$ cat src/rtl/mem_flit_packetizer_if.sv
// mem_flit_packetizer_if
// Bundles the cache-side request handshake and the router-side flit port of
// mem_flit_packetizer.
//   req_valid/req_ready  request handshake (push when both high)
//   req_write            1 = write (head+tail), 0 = read (single flit)
//   req_msg/dest/addr    request header fields
//   req_data             write payload
//   flit_out/valid_out   registered flit towards the router local port
//   full_in              per-VC full from the router
// Modports: slave = packetizer side, master = cache/router environment side.
interface mem_flit_packetizer_if #(
    parameter int ID_BITS      = 4,
    parameter int DATA_WIDTH   = 32,
    parameter int ADDRESS_BITS = 20,
    parameter int MSG_BITS     = 3,
    parameter int VC_BITS      = 1,
    parameter int EXTRA        = 2,
    parameter int TYPE_BITS    = 2
);
    localparam int VC_PER_PORTS = 1 << VC_BITS;
    localparam int FLOW_BITS    = 2 * ID_BITS + EXTRA;
    localparam int FLIT_WIDTH   = FLOW_BITS + TYPE_BITS + VC_BITS + DATA_WIDTH;

    logic                    req_valid;
    logic                    req_ready;
    logic                    req_write;
    logic [MSG_BITS-1:0]     req_msg;
    logic [ID_BITS-1:0]      req_dest;
    logic [ADDRESS_BITS-1:0] req_addr;
    logic [DATA_WIDTH-1:0]   req_data;
    logic [FLIT_WIDTH-1:0]   flit_out;
    logic                    valid_out;
    logic [VC_PER_PORTS-1:0] full_in;

    modport slave (
        input  req_valid, req_write, req_msg, req_dest, req_addr, req_data, full_in,
        output req_ready, flit_out, valid_out
    );

    modport master (
        output req_valid, req_write, req_msg, req_dest, req_addr, req_data, full_in,
        input  req_ready, flit_out, valid_out
    );
endinterface

$ cat src/rtl/mem_flit_packetizer.sv
// mem_flit_packetizer
// Queues cache memory requests in a small FIFO and turns each one into
// wormhole flits for the router local port: a SINGLE flit for a read, a
// HEAD+TAIL pair for a write. A packet is bound to the lowest free VC when its
// first flit issues and stays on that VC until its tail leaves.
//   clock         rising-edge clock
//   reset         asynchronous active-high reset
//   core_ID       source router ID placed in the flow field
//   bus           request handshake + flit port (see mem_flit_packetizer_if)
//   packets_sent  count of completed packets (SINGLE or TAIL issued), wraps
//
// state  | meaning
// IDLE   | waiting for a queued request and a free VC; issues SINGLE or HEAD
// TAIL   | write head sent; waiting for the locked VC to issue the TAIL
module mem_flit_packetizer #(
    parameter int ID_BITS      = 4,
    parameter int DATA_WIDTH   = 32,
    parameter int ADDRESS_BITS = 20,
    parameter int MSG_BITS     = 3,
    parameter int VC_BITS      = 1,
    parameter int EXTRA        = 2,
    parameter int TYPE_BITS    = 2,
    parameter int QUEUE_BITS   = 2
) (
    input  logic                  clock,
    input  logic                  reset,
    input  logic [ID_BITS-1:0]    core_ID,
    mem_flit_packetizer_if.slave  bus,
    output logic [31:0]           packets_sent
);
    localparam int VC_PER_PORTS = 1 << VC_BITS;
    localparam int DEPTH        = 1 << QUEUE_BITS;
    localparam int FLOW_BITS    = 2 * ID_BITS + EXTRA;
    localparam int FLIT_WIDTH   = FLOW_BITS + TYPE_BITS + VC_BITS + DATA_WIDTH;

    localparam logic [TYPE_BITS-1:0] T_HEAD   = TYPE_BITS'(2'b10);
    localparam logic [TYPE_BITS-1:0] T_TAIL   = TYPE_BITS'(2'b01);
    localparam logic [TYPE_BITS-1:0] T_SINGLE = TYPE_BITS'(2'b11);

    typedef enum logic {S_IDLE, S_TAIL} state_t;

    // Request FIFO
    logic                    wr_mem   [DEPTH];
    logic [MSG_BITS-1:0]     msg_mem  [DEPTH];
    logic [ID_BITS-1:0]      dest_mem [DEPTH];
    logic [ADDRESS_BITS-1:0] addr_mem [DEPTH];
    logic [DATA_WIDTH-1:0]   data_mem [DEPTH];

    logic [QUEUE_BITS-1:0] rd_ptr_q, wr_ptr_q;
    logic [QUEUE_BITS:0]   count_q;
    logic                  fifo_empty, fifo_full, push, pop;

    assign fifo_empty    = (count_q == '0);
    assign fifo_full     = (count_q == (QUEUE_BITS+1)'(DEPTH));
    assign bus.req_ready = !fifo_full;
    assign push          = bus.req_valid && !fifo_full;

    always_ff @(posedge clock) begin
        if (push) begin
            wr_mem[wr_ptr_q]   <= bus.req_write;
            msg_mem[wr_ptr_q]  <= bus.req_msg;
            dest_mem[wr_ptr_q] <= bus.req_dest;
            addr_mem[wr_ptr_q] <= bus.req_addr;
            data_mem[wr_ptr_q] <= bus.req_data;
        end
    end

    always_ff @(posedge clock or posedge reset) begin
        if (reset) begin
            rd_ptr_q <= '0;
            wr_ptr_q <= '0;
            count_q  <= '0;
        end else begin
            if (push) wr_ptr_q <= wr_ptr_q + QUEUE_BITS'(1);
            if (pop)  rd_ptr_q <= rd_ptr_q + QUEUE_BITS'(1);
            if (push && !pop)      count_q <= count_q + (QUEUE_BITS+1)'(1);
            else if (pop && !push) count_q <= count_q - (QUEUE_BITS+1)'(1);
        end
    end

    // Lowest-index VC that the router reports as not full
    logic               vc_free;
    logic [VC_BITS-1:0] free_vc;

    always_comb begin
        vc_free = 1'b0;
        free_vc = '0;
        for (int i = VC_PER_PORTS - 1; i >= 0; i--) begin
            if (!bus.full_in[i]) begin
                vc_free = 1'b1;
                free_vc = VC_BITS'(i);
            end
        end
    end

    // FSM
    state_t             state_q, state_d;
    logic [VC_BITS-1:0] vc_q, vc_d;

    always_ff @(posedge clock or posedge reset) begin
        if (reset) begin
            state_q <= S_IDLE;
            vc_q    <= '0;
        end else begin
            state_q <= state_d;
            vc_q    <= vc_d;
        end
    end

    always_comb begin
        state_d = state_q;
        vc_d    = vc_q;
        unique case (state_q)
            S_IDLE: begin
                if (!fifo_empty && vc_free) begin
                    vc_d = free_vc;
                    if (wr_mem[rd_ptr_q]) state_d = S_TAIL;
                end
            end
            S_TAIL: begin
                if (!bus.full_in[vc_q]) state_d = S_IDLE;
            end
            default: state_d = S_IDLE;
        endcase
    end

    logic                  issue;
    logic [TYPE_BITS-1:0]  flit_type;
    logic [VC_BITS-1:0]    flit_vc;
    logic [DATA_WIDTH-1:0] flit_data;

    always_comb begin
        issue     = 1'b0;
        pop       = 1'b0;
        flit_type = T_SINGLE;
        flit_vc   = vc_q;
        flit_data = '0;
        unique case (state_q)
            S_IDLE: begin
                if (!fifo_empty && vc_free) begin
                    issue     = 1'b1;
                    flit_vc   = free_vc;
                    flit_type = wr_mem[rd_ptr_q] ? T_HEAD : T_SINGLE;
                    flit_data = DATA_WIDTH'({msg_mem[rd_ptr_q], addr_mem[rd_ptr_q]});
                    // A write keeps its entry until the tail, which needs req_data
                    pop       = !wr_mem[rd_ptr_q];
                end
            end
            S_TAIL: begin
                if (!bus.full_in[vc_q]) begin
                    issue     = 1'b1;
                    pop       = 1'b1;
                    flit_type = T_TAIL;
                    flit_data = data_mem[rd_ptr_q];
                end
            end
            default: ;
        endcase
    end

    // Registered flit port and packet counter
    logic [FLIT_WIDTH-1:0] flit_q, flit_d;
    logic                  valid_q;
    logic [31:0]           pkt_cnt_q, pkt_cnt_d;
    logic [FLOW_BITS-1:0]  flow;

    assign flow      = {core_ID, dest_mem[rd_ptr_q], {EXTRA{1'b0}}};
    assign flit_d    = issue ? {flow, flit_type, flit_vc, flit_data} : flit_q;
    assign pkt_cnt_d = (issue && pop) ? pkt_cnt_q + 32'd1 : pkt_cnt_q;

    always_ff @(posedge clock or posedge reset) begin
        if (reset) begin
            flit_q    <= '0;
            valid_q   <= 1'b0;
            pkt_cnt_q <= '0;
        end else begin
            flit_q    <= flit_d;
            valid_q   <= issue;
            pkt_cnt_q <= pkt_cnt_d;
        end
    end

    assign bus.flit_out  = flit_q;
    assign bus.valid_out = valid_q;
    assign packets_sent  = pkt_cnt_q;
endmodule

$ cat src/flat_wrapper.sv
// flat-port wrapper written by rule: the top's interface ports become plain ports
module mem_flit_packetizer_flat 
#(
    parameter int ID_BITS      = 4,
    parameter int DATA_WIDTH   = 32,
    parameter int ADDRESS_BITS = 20,
    parameter int MSG_BITS     = 3,
    parameter int VC_BITS      = 1,
    parameter int EXTRA        = 2,
    parameter int TYPE_BITS    = 2,
    parameter int QUEUE_BITS   = 2
)
  (clock, reset, core_ID, packets_sent, bus_req_valid, bus_req_write, bus_req_msg, bus_req_dest, bus_req_addr, bus_req_data, bus_full_in, bus_req_ready, bus_flit_out, bus_valid_out);
  mem_flit_packetizer_if #(.ID_BITS(ID_BITS), .DATA_WIDTH(DATA_WIDTH), .ADDRESS_BITS(ADDRESS_BITS), .MSG_BITS(MSG_BITS), .VC_BITS(VC_BITS), .EXTRA(EXTRA), .TYPE_BITS(TYPE_BITS)) bus_i ();
  input  logic clock;
  input  logic reset;
  input  logic [ID_BITS-1:0] core_ID;
  output logic [31:0] packets_sent;
  input wire logic [$bits(bus_i.req_valid)-1:0] bus_req_valid;
  input wire logic [$bits(bus_i.req_write)-1:0] bus_req_write;
  input wire logic [$bits(bus_i.req_msg)-1:0] bus_req_msg;
  input wire logic [$bits(bus_i.req_dest)-1:0] bus_req_dest;
  input wire logic [$bits(bus_i.req_addr)-1:0] bus_req_addr;
  input wire logic [$bits(bus_i.req_data)-1:0] bus_req_data;
  input wire logic [$bits(bus_i.full_in)-1:0] bus_full_in;
  output wire logic [$bits(bus_i.req_ready)-1:0] bus_req_ready;
  output wire logic [$bits(bus_i.flit_out)-1:0] bus_flit_out;
  output wire logic [$bits(bus_i.valid_out)-1:0] bus_valid_out;
  assign bus_i.req_valid = bus_req_valid;
  assign bus_i.req_write = bus_req_write;
  assign bus_i.req_msg = bus_req_msg;
  assign bus_i.req_dest = bus_req_dest;
  assign bus_i.req_addr = bus_req_addr;
  assign bus_i.req_data = bus_req_data;
  assign bus_i.full_in = bus_full_in;
  assign bus_req_ready = bus_i.req_ready;
  assign bus_flit_out = bus_i.flit_out;
  assign bus_valid_out = bus_i.valid_out;
  mem_flit_packetizer #(.ID_BITS(ID_BITS), .DATA_WIDTH(DATA_WIDTH), .ADDRESS_BITS(ADDRESS_BITS), .MSG_BITS(MSG_BITS), .VC_BITS(VC_BITS), .EXTRA(EXTRA), .TYPE_BITS(TYPE_BITS), .QUEUE_BITS(QUEUE_BITS)) u_core (.clock(clock), .reset(reset), .core_ID(core_ID), .bus(bus_i), .packets_sent(packets_sent));
endmodule
$ cat config.mk
export PLATFORM = sky130hd
export DESIGN_NAME = mem_flit_packetizer_flat
export DESIGN_NICKNAME = d
export VERILOG_FILES = /design/src/rtl/mem_flit_packetizer_if.sv /design/src/rtl/mem_flit_packetizer.sv /design/src/flat_wrapper.sv
export SDC_FILE = /design/constraint.sdc
export NUM_CORES = 1
export LEC_CHECK = 0
export CAP_MARGIN = 20
export CORE_MARGIN = 2
export CORE_UTILIZATION = 45
export CTS_CLUSTER_DIAMETER = 50
export DETAILED_ROUTE_END_ITERATION = 10
export DONT_BUFFER_PORTS = 1
export SETUP_SLACK_MARGIN = 0.05
export SYNTH_ARGS = -nofsm -noshare
export SYNTH_HDL_FRONTEND = slang
export SYNTH_SLANG_ARGS = --single-unit
$ cat constraint.sdc
create_clock -name clock -period 4.55 [get_ports clock]
set_input_delay 0.91 -clock clock [delete_from_list [all_inputs] [get_ports clock]]
set_output_delay 0.91 -clock clock [all_outputs]
set_load 0.02 [all_outputs]
# Yosys cells after proc, flatten, opt, wreduce, memory -nomap -nowiden
# Memories as Yosys holds them, arrays and structs flattened. A register that Yosys moved wholly into a read port is not among the register bits.
# Cells that the tools add are included.
# classes
order_cmp,1
n_mux,27
n_reduce_logical,12
addsub,5
n_bitwise,1
eq_ne,1
# ops
cell,count
32-bit case mux with 2 select lines,1
"32-bit by 1-bit adder with 32-bit output, second input constant",1
32-bit 2-to-1 mux,1
23-bit 2-to-1 mux,1
1-bit 2-to-1 mux,16
3-bit 2-to-1 mux,2
1-bit case mux with 2 select lines,3
1-bit logical AND,5
1-bit zero test,5
"2-bit by 1-bit adder with 2-bit output, second input constant",2
2-bit 2-to-1 mux,2
2-bit case mux with 2 select lines,1
"3-bit by 1-bit adder with 3-bit output, second input constant",1
"3-bit equality test, second input constant",1
3-bit zero test,1
"3-bit by 1-bit subtractor with 3-bit output, second input constant",1
"1-bit by 2-bit less-than comparator with 1-bit output, second input constant",1
2-bit nonzero test,1
1-bit NOT,1
# word_totals
reg_bits,85
mem_bits_rw,240
out_inout_bits,79
input_bits,69
n_memories,5
# mem_list
memory,words,word_bits,rd,rd_clocked_by_memory_dff,write_ports,line_no,text
u_core.data_mem,4,32,1,0,1,mem_flit_packetizer.sv:47,logic [DATA_WIDTH-1:0] data_mem [DEPTH];
u_core.addr_mem,4,20,1,0,1,mem_flit_packetizer.sv:46,logic [ADDRESS_BITS-1:0] addr_mem [DEPTH];
u_core.dest_mem,4,4,1,1,1,mem_flit_packetizer.sv:45,logic [ID_BITS-1:0] dest_mem [DEPTH];
u_core.msg_mem,4,3,1,0,1,mem_flit_packetizer.sv:44,logic [MSG_BITS-1:0] msg_mem [DEPTH];
u_core.wr_mem,4,1,1,0,1,mem_flit_packetizer.sv:43,logic wr_mem [DEPTH];

# Depth between registers and ports, before layout
# logic_depth
ltp_word,8
depth_mapped,11

# Worst setup path before layout
# Ideal clock, no wire load.
# synth_timing
path_kind,input to register
startpoint,in bus_req_valid
endpoint,mem u_core.addr_mem[3][0] (enable)
cell_stages,1
path_buffers,0
setup_slack_ns,1.751
required_ns,4.125
setup_time_ns,0.425
arrival_ns,2.374
cell_sequence,and3_1
# synth_between
elab_chain_len,3
# synth_lines
element,line_no,text
"start, declared",flat_wrapper.sv:19,input wire logic [$bits(bus_i.req_valid)-1:0] bus_req_valid;
1-bit logical AND,mem_flit_packetizer.sv:56,assign push = bus.req_valid && !fifo_full;
1-bit 2-to-1 mux,mem_flit_packetizer.sv:59,if (push) begin
1-bit 2-to-1 mux (implied by the code),mem_flit_packetizer.sv:63,addr_mem[wr_ptr_q] <= bus.req_addr;
"end, declared",mem_flit_packetizer.sv:46,
# No other way between the ends.

# Worst setup path after layout
# layout_timing
startpoint,reg u_core.rd_ptr_q[0]
endpoint,reg u_core.count_q[1]
# layout_between
elab_chain_len,7
elab_cells_between_ends,9
cone_classes,mux (3); reduce/logical (5); memory (1)
# layout_lines
element,line_no,text
"start, declared",mem_flit_packetizer.sv:49,"logic [QUEUE_BITS-1:0] rd_ptr_q, wr_ptr_q;"
"start signal, assigned",mem_flit_packetizer.sv:75,if (pop) rd_ptr_q <= rd_ptr_q + QUEUE_BITS'(1);
memory 4 x 1 bit (*),-,
1-bit zero test (*),mem_flit_packetizer.sv:146,pop = !wr_mem[rd_ptr_q];
1-bit 2-to-1 mux (*),mem_flit_packetizer.sv:140,if (!fifo_empty && vc_free) begin
1-bit case mux with 2 select lines (*),mem_flit_packetizer.sv:138,unique case (state_q)
1-bit zero test,mem_flit_packetizer.sv:76,if (push && !pop) count_q <= count_q + (QUEUE_BITS+1)'(1);
1-bit logical AND,mem_flit_packetizer.sv:76,
3-bit 2-to-1 mux / 2-bit nonzero test (equally long branches),-,
"end signal, assigned",mem_flit_packetizer.sv:76,
"end signal, assigned",mem_flit_packetizer.sv:77,else if (pop && !push) count_q <= count_q - (QUEUE_BITS+1)'(1);
"end, declared",mem_flit_packetizer.sv:50,logic [QUEUE_BITS:0] count_q;
# Every way passes the cells marked *; elsewhere a longest branch is shown, timed or not.
# A chain may end at the register's enable or synchronous reset.

==> results.json <==
{
  "setup_viol": 0,
  "p_leak_nw": 5.00,
  "cts_buffer_depth": 3,
  "path_max_fanout": 28,
  "cts_hold_buf": 0,
  "synth_mux_area_frac": 0.120,
  "status": "completed",
  "synth-simple-area-share": 0.0476,
  "avgRoutedWirePerCell_um": 22.9,
  "core_area_um2": 27000,
  "cts_buffers": 37,
  "slew_headroom": 0.316,
  "grt_pass1_vias": 6208,
  "htree_levels": 2,
  "start_util": 0.458,
  "synth_compound_gate_area_share": 0.0261,
  "initialDrtViolationCount": 381,
  "syn_to_final_growth_pct": 13.0,
  "crit_type": "reg2reg",
  "synthFlopType": "edfxtp_1",
  "slowest_delay_ns": 0.79,
  "synthesis.area_um2": 12300,
  "tns_ns": 0,
  "worst_slew_pin_slew_ns": 1.03,
  "crit_path_start_kind": "register",
  "synth_seq_area_share": 0.756,
  "fp-row-count": 60,
  "synthTopCellsByArea": "edfxtp_1, dfrtp_1, mux4_2",
  "synth-async-reset-ratio": 0.262,
  "syn_inst": 643,
  "ys_seq_elements": 325,
  "synth-edff-count": 240,
  "rsz0062_at_grt": "false",
  "gp_congestion": 0.766,
  "pwr_density_cell_nw_per_um2": 692,
  "synth-xor-area-share": 0.0263,
  "dieArea_um2": 28800,
  "cpMostUsedCell": "inv_1",
  "path_cells": "mux4_2 -> o32ai_4 -> inv_1 -> ha_1 -> inv_1 -> fa_1 -> mux2_2",
  "finalHoldViolCount": 0,
  "worstPathArrival_ns": 3.65,
  "synth_top_family_by_area": "multiplexers",
  "maxCapViolCount": 0,
  "antenna_cells": 0,
  "syn_area_per_cell_um2": 19.2,
  "finalCriticalPeriod_ns": 3.25,
  "synth_top_area_frac": 0.584,
  "cts_tree": "built",
  "clk_latency_ns": 0.52,
  "cts.repair.resized": 0,
  "slowest_stage": "dfrtp_4",
  "slew_viol_final": 0,
  "clock.fmax_ghz": 0.308,
  "final_antenna_net_count": 0,
  "synth-adder-area-share": 0.00770,
  "clkSlewWorstSetupHoldPaths_ns": 0.06,
  "final_core_util": 0.518,
  "fp.dieW_um": 170,
  "grt_max_degree": 61,
  "postPlaceCellArea_um2": 12700,
  "antenna_found_initial": 0,
  "drive_gt1_frac": 0.225,
  "hold_path.class": "in2async",
  "ir_drop_uv": 320,
  "ios": 148,
  "wl_um": 23600,
  "cts_root_buf": "clkbuf_16",
  "nets": 737,
  "end_kind": "register",
  "yosysTopAreaCell": "edfxtp_1",
  "port_buffers": 0,
  "clkSinkCount": 325,
  "fin_crit_sh": 0.713,
  "synth.distinct_cells": 36,
  "overflow": 0,
  "skew_ns": 0.0113,
  "firstDrtPassIters": 5,
  "grt_use_total": 0.167,
  "die_h_um": 170,
  "drc": 0,
  "design_area_um2": 13900,
  "grt_first_pass_wirelength_um": 36100,
  "worst-endpoint-required_ns": 4.95,
  "yosysWarnings": 0,
  "vias": 5776,
  "via_per_inst": 5.61,
  "hpwl_um": 13200,
  "postCtsSetupBuffers": 0
}
==> placed cells by master, fill, tap and decap left out, types with 3 or more instances in the layout <==
| cell | Yosys | routed |
|---|---|---|
| a22o_1 | 10 | 10 |
| a22oi_1 | 23 | 23 |
| and3_1 | 7 | 3 |
| and3_4 | 0 | 4 |
| buf_4 | 2 | 6 |
| clkbuf_1 | 13 | 5 |
| clkbuf_16 | 0 | 39 |
| clkbuf_8 | 0 | 4 |
| clkinv_1 | 0 | 5 |
| clkinv_2 | 0 | 7 |
| dfrtp_1 | 85 | 83 |
| edfxtp_1 | 240 | 240 |
| ha_1 | 6 | 6 |
| inv_1 | 15 | 14 |
| inv_6 | 0 | 4 |
| mux2_2 | 12 | 12 |
| mux4_2 | 60 | 60 |
| nand2_1 | 58 | 58 |
| nand3_1 | 11 | 11 |
| nand4_1 | 5 | 5 |
| nor2_1 | 16 | 13 |
| nor2_4 | 0 | 3 |
| nor3_1 | 6 | 6 |
| nor3_2 | 5 | 5 |
| xnor2_1 | 18 | 18 |
| xor2_1 | 19 | 19 |
==> report_power, final <==
| part | switching (mW) | leakage, nW | internal, mW | total (mW) |
|---|---|---|---|---|
| Combinational | 1.15 | 1.15 | 0.974 | 2.12 |
| Clock | 1.14 | 0.603 | 1.75 | 2.90 |
| Sequential | 0.676 | 3.24 | 3.95 | 4.63 |
==> per-layer routing <==
layer | wire (µm) | global-route usage | vias to the layer above
li1 | - | - | 2531
met1 | 9160 | 0.197 | 3021
met2 | 11800 | 0.286 | 177
met3 | 2140 | 0.0660 | 47
met4 | 488 | 0.0472 | 0
met5 | 0 | 0 | -
==> critical path, delay by kind of cell, from the launching register on <==
family	cells	cell delay, ns
muxes	2	0.89
buffers and inverters	2	0.18
adders and majority gates	2	0.66
AOI/OAI and AO/OA	1	0.60
DFF	1	0.79
==> sequential cells by signal (all words and copies together) (netlist names) <==
signal / flops
u_core.wr_ptr_q: 2
u_core.rd_ptr_q: 2
u_core.bus.valid_out: 1
u_core.dest_mem: 16
u_core.data_mem: 128
u_core.packets_sent: 32
u_core.msg_mem: 12
u_core.addr_mem: 80
u_core.bus.flit_out: 43
u_core.vc_q: 1
u_core.state_q: 1
u_core.count_q: 3
u_core.wr_mem: 4
==> logic make-up (layout without fill, tap and decap cells) <==
kind of cell	after synthesis	after routing
other	1	2
DFF	325	325
and+or+nand+nor	119	119
adders and majority gates	7	7
muxes	72	72
AOI/OAI and AO/OA	39	39
buffers and inverters	43	88
xor gates and xnor gates	37	37
==> Yosys cell counts, drive strengths merged (10+ instances only) <==
cell type / number
inv: 15
a22o: 10
dfrtp: 85
xor2: 19
nor2: 16
nand2: 58
buf: 15
edfxtp: 240
mux4: 60
nor3: 11
mux2: 12
a22oi: 23
nand3: 12
xnor2: 18
clkbuf: 13
==> final timing paths <==
path | from | endpoint | slack (ns) | depth (start not counted)
worst max-delay path | u_core.rd_ptr_q[0] | u_core.count_q[1] | 1.30 | 7
worst min register to register | u_core.count_q[2] | u_core.count_q[2] | 0.51 | 1
min in group clock | bus_req_addr[9] | u_core.addr_mem[1][9] | 0.48 | 0
worst min-delay path | reset | u_core.bus.flit_out[17] | 0.44 | 1
max in group asynchronous | reset | u_core.packets_sent[31] | 3.21 | 2
worst max register to register | u_core.rd_ptr_q[0] | u_core.count_q[1] | 1.30 | 7
==> area by class of cell <==
class / instances / area, µm²
fill: 2134 / 13000
sequential: 325 / 9340
multi-input combinational: 276 / 2870
clock buffer: 48 / 1050
tap: 341 / 427
clock inverter: 19 / 160
inverter: 15 / 58.8
timing repair buffer: 6 / 45.0
==> stage by stage <==
step                      setup WS [ns]  hold WS (ns)  total power, mW  cells
final                              1.30         0.440             9.65   1030
after global routing               1.07         0.459             10.1   1030
after detailed placement           1.27         0.518             6.89    963
after global placement             1.37         0.500             6.79    963
after CTS                          1.26         0.462             9.80   1030
after floorplan                    1.45         0.476             6.22    644
(Power assumes the default switching activity.)
